<file path="config.mk">
export PLATFORM = sky130hd
export DESIGN_NAME = hazard_ctrl_unit
export DESIGN_NICKNAME = d
export VERILOG_FILES = /design/src/rtl/hazard_pkg.sv /design/src/rtl/sat_counter.sv /design/src/rtl/hazard_ctrl_unit.sv
export SDC_FILE = /design/constraint.sdc
export NUM_CORES = 1
export LEC_CHECK = 0
export CAP_MARGIN = 20
export CORE_UTILIZATION = 55
export CTS_CLUSTER_DIAMETER = 120
export DETAILED_ROUTE_END_ITERATION = 10
export DONT_BUFFER_PORTS = 1
export PLACE_DENSITY = 0.75
export SLEW_MARGIN = 30
export SYNTH_ARGS = -nofsm -noshare
export SYNTH_HDL_FRONTEND = slang
export SYNTH_SLANG_ARGS = --single-unit
</file>
<file path="constraint.sdc">
create_clock -name clk_i -period 4.4 [get_ports clk_i]
set_input_delay 0.44 -clock clk_i [delete_from_list [all_inputs] [get_ports clk_i]]
set_output_delay 0.44 -clock clk_i [all_outputs]
set_load 0.1 [all_outputs]
</file>
<file path="src/rtl/hazard_pkg.sv">
// Shared types and parameter limits for the pipeline hazard controller.
package hazard_pkg;

  typedef enum logic [1:0] {
    IDLE     = 2'd0,
    LD_STALL = 2'd1,
    BR_FLUSH = 2'd2
  } hz_state_t;

  localparam int LOAD_STALL_MIN = 1;
  localparam int LOAD_STALL_MAX = 4;
  localparam int BR_FLUSH_MIN   = 1;
  localparam int BR_FLUSH_MAX   = 3;

endpackage

</file>
<file path="src/rtl/sat_counter.sv">
// Saturating up-counter with synchronous clear (clear wins over increment).
module sat_counter #(
  parameter int W = 16
) (
  input  logic         clk,
  input  logic         rst,
  input  logic         inc,
  input  logic         clr,
  output logic [W-1:0] value
);

  // Counter register: async reset, sync clear, saturating increment.
  always_ff @(posedge clk or posedge rst) begin
    if (rst) begin
      value <= {W{1'b0}};
    end else if (clr) begin
      value <= {W{1'b0}};
    end else if (inc && (value != {W{1'b1}})) begin
      value <= value + {{(W-1){1'b0}}, 1'b1};
    end else begin
      value <= value;
    end
  end

endmodule

</file>
<file path="src/rtl/hazard_ctrl_unit.sv">
// Sequential hazard controller: multi-cycle load-use stalls, branch flushes,
// memory-busy freezes and saturating performance counters.
module hazard_ctrl_unit
  import hazard_pkg::*;
#(
  parameter int REG_AW         = 5,
  parameter int LOAD_STALL_CYC = 1,
  parameter int BR_FLUSH_CYC   = 1,
  parameter int CNT_W          = 16
) (
  input  logic              clk_i,
  input  logic              rst_i,
  input  logic              idex_memread_i,
  input  logic [REG_AW-1:0] idex_rd_i,
  input  logic [REG_AW-1:0] ifid_rs_i,
  input  logic [REG_AW-1:0] ifid_rt_i,
  input  logic              ifid_uses_rt_i,
  input  logic              branch_taken_i,
  input  logic              mem_busy_i,
  input  logic              perf_clr_i,
  output logic              pc_write_o,
  output logic              ifid_write_o,
  output logic              idex_bubble_o,
  output logic              ifid_flush_o,
  output logic              idex_flush_o,
  output logic [CNT_W-1:0]  stall_cnt_o,
  output logic [CNT_W-1:0]  flush_cnt_o
);

  if ((LOAD_STALL_CYC < LOAD_STALL_MIN) || (LOAD_STALL_CYC > LOAD_STALL_MAX)) begin : g_bad_load
    $error("hazard_ctrl_unit: LOAD_STALL_CYC out of range");
  end
  if ((BR_FLUSH_CYC < BR_FLUSH_MIN) || (BR_FLUSH_CYC > BR_FLUSH_MAX)) begin : g_bad_br
    $error("hazard_ctrl_unit: BR_FLUSH_CYC out of range");
  end

  // The event cycle itself is the first stall/flush cycle, hence the -2 reload.
  localparam logic [1:0] LD_RELOAD = (LOAD_STALL_CYC > 1) ? 2'(LOAD_STALL_CYC - 2) : 2'd0;
  localparam logic [1:0] BR_RELOAD = (BR_FLUSH_CYC > 1) ? 2'(BR_FLUSH_CYC - 2) : 2'd0;

  hz_state_t  state, state_nxt;
  logic [1:0] cnt, cnt_nxt;
  logic       hz;
  logic       br_evt;

  assign hz = idex_memread_i && (idex_rd_i != {REG_AW{1'b0}}) &&
              ((idex_rd_i == ifid_rs_i) || (ifid_uses_rt_i && (idex_rd_i == ifid_rt_i)));

  // State and down-counter registers.
  always_ff @(posedge clk_i or posedge rst_i) begin
    if (rst_i) begin
      state <= IDLE;
      cnt   <= 2'd0;
    end else begin
      state <= state_nxt;
      cnt   <= cnt_nxt;
    end
  end

  // Next-state and control outputs; priority is reset, freeze, branch, then stall.
  always_comb begin
    state_nxt     = state;
    cnt_nxt       = cnt;
    br_evt        = 1'b0;
    pc_write_o    = 1'b0;
    ifid_write_o  = 1'b0;
    idex_bubble_o = 1'b0;
    ifid_flush_o  = 1'b0;
    idex_flush_o  = 1'b0;
    if (rst_i) begin
      state_nxt = IDLE;
      cnt_nxt   = 2'd0;
    end else if (mem_busy_i) begin
      state_nxt = state;
    end else if (branch_taken_i) begin
      br_evt       = 1'b1;
      pc_write_o   = 1'b1;
      ifid_write_o = 1'b1;
      ifid_flush_o = 1'b1;
      idex_flush_o = 1'b1;
      if (BR_FLUSH_CYC > 1) begin
        state_nxt = BR_FLUSH;
        cnt_nxt   = BR_RELOAD;
      end else begin
        state_nxt = IDLE;
        cnt_nxt   = 2'd0;
      end
    end else begin
      case (state)
        BR_FLUSH: begin
          pc_write_o   = 1'b1;
          ifid_write_o = 1'b1;
          ifid_flush_o = 1'b1;
          idex_flush_o = 1'b1;
          if (cnt != 2'd0) begin
            cnt_nxt = cnt - 2'd1;
          end else begin
            state_nxt = IDLE;
          end
        end
        LD_STALL: begin
          idex_bubble_o = 1'b1;
          if (cnt != 2'd0) begin
            cnt_nxt = cnt - 2'd1;
          end else begin
            state_nxt = IDLE;
          end
        end
        IDLE: begin
          if (hz) begin
            idex_bubble_o = 1'b1;
            if (LOAD_STALL_CYC > 1) begin
              state_nxt = LD_STALL;
              cnt_nxt   = LD_RELOAD;
            end else begin
              state_nxt = IDLE;
            end
          end else begin
            pc_write_o   = 1'b1;
            ifid_write_o = 1'b1;
          end
        end
        default: begin
          state_nxt = IDLE;
          cnt_nxt   = 2'd0;
        end
      endcase
    end
  end

  sat_counter #(.W(CNT_W)) u_stall_cnt (
    .clk   (clk_i),
    .rst   (rst_i),
    .inc   (idex_bubble_o),
    .clr   (perf_clr_i),
    .value (stall_cnt_o)
  );

  sat_counter #(.W(CNT_W)) u_flush_cnt (
    .clk   (clk_i),
    .rst   (rst_i),
    .inc   (br_evt),
    .clr   (perf_clr_i),
    .value (flush_cnt_o)
  );

endmodule

</file>
==> reports/results.txt <==
outcome -> finished, final reports clean
post-route insts no fill -> 277
Max Root-Sink Buffers -> 2
GP Congestion -> 0.906
Core Util, Final -> 0.649
share of cells above drive strength 1 -> 0.152
Max Cap Viol -> 0
Buf/Inv on CP -> 0
Worst setup SP type -> flip-flop
Synth Area in Compound Gates -> 0.156
first-pass GRT wire length -> 8320 µm
min-delay worst type -> input pin to async pin
max frequency -> 349 MHz
die height -> 62.8 µm
cell family with most CP delay -> simple AND/OR/NAND/NOR gates
overall power -> 586 µW
R2R setup slack -> 1.54 ns
Die X -> 62.8 µm
worst r2r src -> u_stall_cnt.value[0]
main combinational cell family by area after synthesis -> simple AND/OR/NAND/NOR gates
sequential area share after synthesis -> 0.394
diodes inserted -> 0
Crit-path slowest cell -> dfrtp_1
reg2reg path depth -> 6
pwr/cell area -> 262 mW/mm²
critical path class -> flip-flop to flip-flop
multi-input logic area -> 0.00115 mm²
CTS tree -> built
Syn-to-layout area delta -> 9.98%
Yosys top cell area share -> 0.394
Mapped Nets -> 246
DRT Pass-1 Iters -> 4
main area contributors after synthesis -> dfrtp_1 (39%), xnor2_1 (6.0%), a21oi_1 (5.2%), nor2_1 (3.7%), nand4_1 (3.1%)
Core Rows -> 21
Setup-failing EPs final -> 0
crit end category -> flip-flop
Hold Vio Cnt, Final -> 0
FILL cells -> 315
Synth Area in Simple Gates -> 0.297
GRT Residual Overflow -> 0
Seq. cell area -> 811 µm²
Post-Syn Instances -> 222
critical path peak fanout -> 6
Clock transition at path regs -> 0.07 ns
reg2reg end -> u_stall_cnt.value[14]
slew at the pin closest to its max-slew limit -> 1.03 ns
cell area after synthesis -> 0.00203 mm²
Resized cells post-CTS -> 0
CP Cell Sequence -> ha_1 > nand4_2 > nor3_1 > o211ai_1 > or4_1 > a21oi_1
RSZ-0062 raised after global routing -> false
vias per cell -> 6.57
Crit path arrival time -> 3.06 ns
placed cells -> 269
Synth Warn # -> 0
DIE AREA -> 0.00394 mm²
Skew-Pair Late Insertion Delay -> 0.28 ns
final wirelength -> 4820 µm
setup total negative slack -> 0 ns
hold buffers post-CTS -> 0
Adder-Cell Fraction of Synth Area -> 0.0123
vias in the first global route -> 1,822
normalized max-slew margin -> 0.314
maximum number of pins on one net before global-route repair -> 33
clk root buf -> clkbuf_8
final worst path period share -> 0.650
Synth Area in XOR/XNOR -> 0.0906
DP HPWL -> 3440 µm
Tot GR Track Use -> 0.266
vias -> 1,821
clock buffer count from CTS -> 5
wire per inst -> 17.4 µm
dominant cell type by area after synthesis -> dfrtp_1
IO Pins -> 59
TritonCTS sink count -> 32
required time worst endpoint -> 4.60 ns
initial antenna violation count -> 0
DR DRC count -> 0
DR iter-0 viols -> 191
fin nets -> 254
htree depth -> 2
max incr delay on CP -> 1.00 ns
Max Slew Vio Count -> 0
Buffers on Ports -> 0
Post-synth ARST share -> 1.00
library cells used by synthesis -> 44
Peak VDD IR -> 0.161 mV
Post-CTS Setup Bufs -> 0
Yosys reg bits -> 32
Post-Syn Area per Cell -> 9.15 µm²
post-layout min period -> 2.86 ns
ys flop type -> dfrtp_1
Detail Route Antenna Nets -> 0
multiplexer area fraction after synthesis -> 0.00493
core area -> 0.00344 mm²
Post-synth EDFFs -> 0
Clock Skew -> 0.00302 ns
static leakage -> 0.807 nW
Initial Utilization -> 0.590
logic make-up after synthesis:
group | Yosys count
multiplexers | 1
XOR/XNOR | 21
flip-flops | 32
AO/OA/AOI/OAI | 49
buffers and inverters | 18
adder cells (fa/ha/maj) | 2
AND/OR/NAND/NOR | 99
worst max path at each step:
stage	cells past startpoint	slack, ns	endpoint	startpoint
finish	6	1.54	u_stall_cnt.value[14]	u_stall_cnt.value[0]
floorplan	5	0.07	pc_write_o	idex_rd_i[3]
detailed placement	6	1.54	u_stall_cnt.value[15]	u_stall_cnt.value[0]
global route	6	1.44	u_stall_cnt.value[1]	u_stall_cnt.value[0]
global placement	6	1.65	u_stall_cnt.value[15]	u_stall_cnt.value[0]
CTS	6	1.53	u_stall_cnt.value[15]	u_stall_cnt.value[0]
cell usage in the layout, fill, tap and decap left out, types with 7 or more instances in the layout:
cell type	Yosys	layout
dfrtp_2	0	8
nor4_1	8	8
nand3_1	11	11
nor3_1	9	9
xnor2_1	14	14
nor2_1	20	20
dfrtp_1	32	24
buf_4	2	8
xor2_1	7	7
a21oi_1	21	21
nand4_1	10	10
inv_1	10	10
nand2_1	8	8
stage by stage:
step	area [µm²]	worst slack, ns	hold WS, ns
final	2230	1.54	0.141
after global routing	2230	1.44	0.185
after CTS	2220	1.53	0.161
after detailed placement	2130	1.54	0.462
after global placement	2130	1.65	0.442
after floorplan	2030	0.0718	0.504
power by group:
part	internal (mW)	switching (mW)	leakage (nW)	total [mW]
clock network	0.128	0.105	0.0455	0.233
registers	0.295	0.00658	0.433	0.301
logic	0.0155	0.0363	0.328	0.0518
final cells by class:
type / instances / area share
multi-input combinational: 172 / 0.515
clock buffer: 8 / 0.0403
tap: 46 / 0.0258
inverter: 10 / 0.0168
sequential: 32 / 0.363
timing repair buffer: 9 / 0.0392
synth_stat cells (3+ instances only):
| cell type | n |
|---|---|
| a21oi_1 | 21 |
| nand4_1 | 10 |
| o31ai_1 | 6 |
| nand2_1 | 8 |
| or4_1 | 6 |
| xnor2_1 | 14 |
| dfrtp_1 | 32 |
| o21ai_0 | 6 |
| nor4_1 | 8 |
| nor2_1 | 20 |
| nand3_1 | 11 |
| xor2_1 | 7 |
| nor3_1 | 9 |
| and2_1 | 3 |
| and3_1 | 6 |
| or3_1 | 6 |
| clkbuf_1 | 3 |
| inv_1 | 10 |
registers in the layout, indices dropped and copies added, names as in the netlist:
name and count:
u_flush_cnt.value 16, u_stall_cnt.value 16
layer usage:
layer  GRT usage  routed length, µm  up-vias
met2       0.444               2420       97
met3      0.0821                403        8
met4      0.0843                 54        0
met1       0.327               1940      864
met5           0                  0        -
li1            -                  -      852
Note: power is estimated with default switching activity, not from simulation.
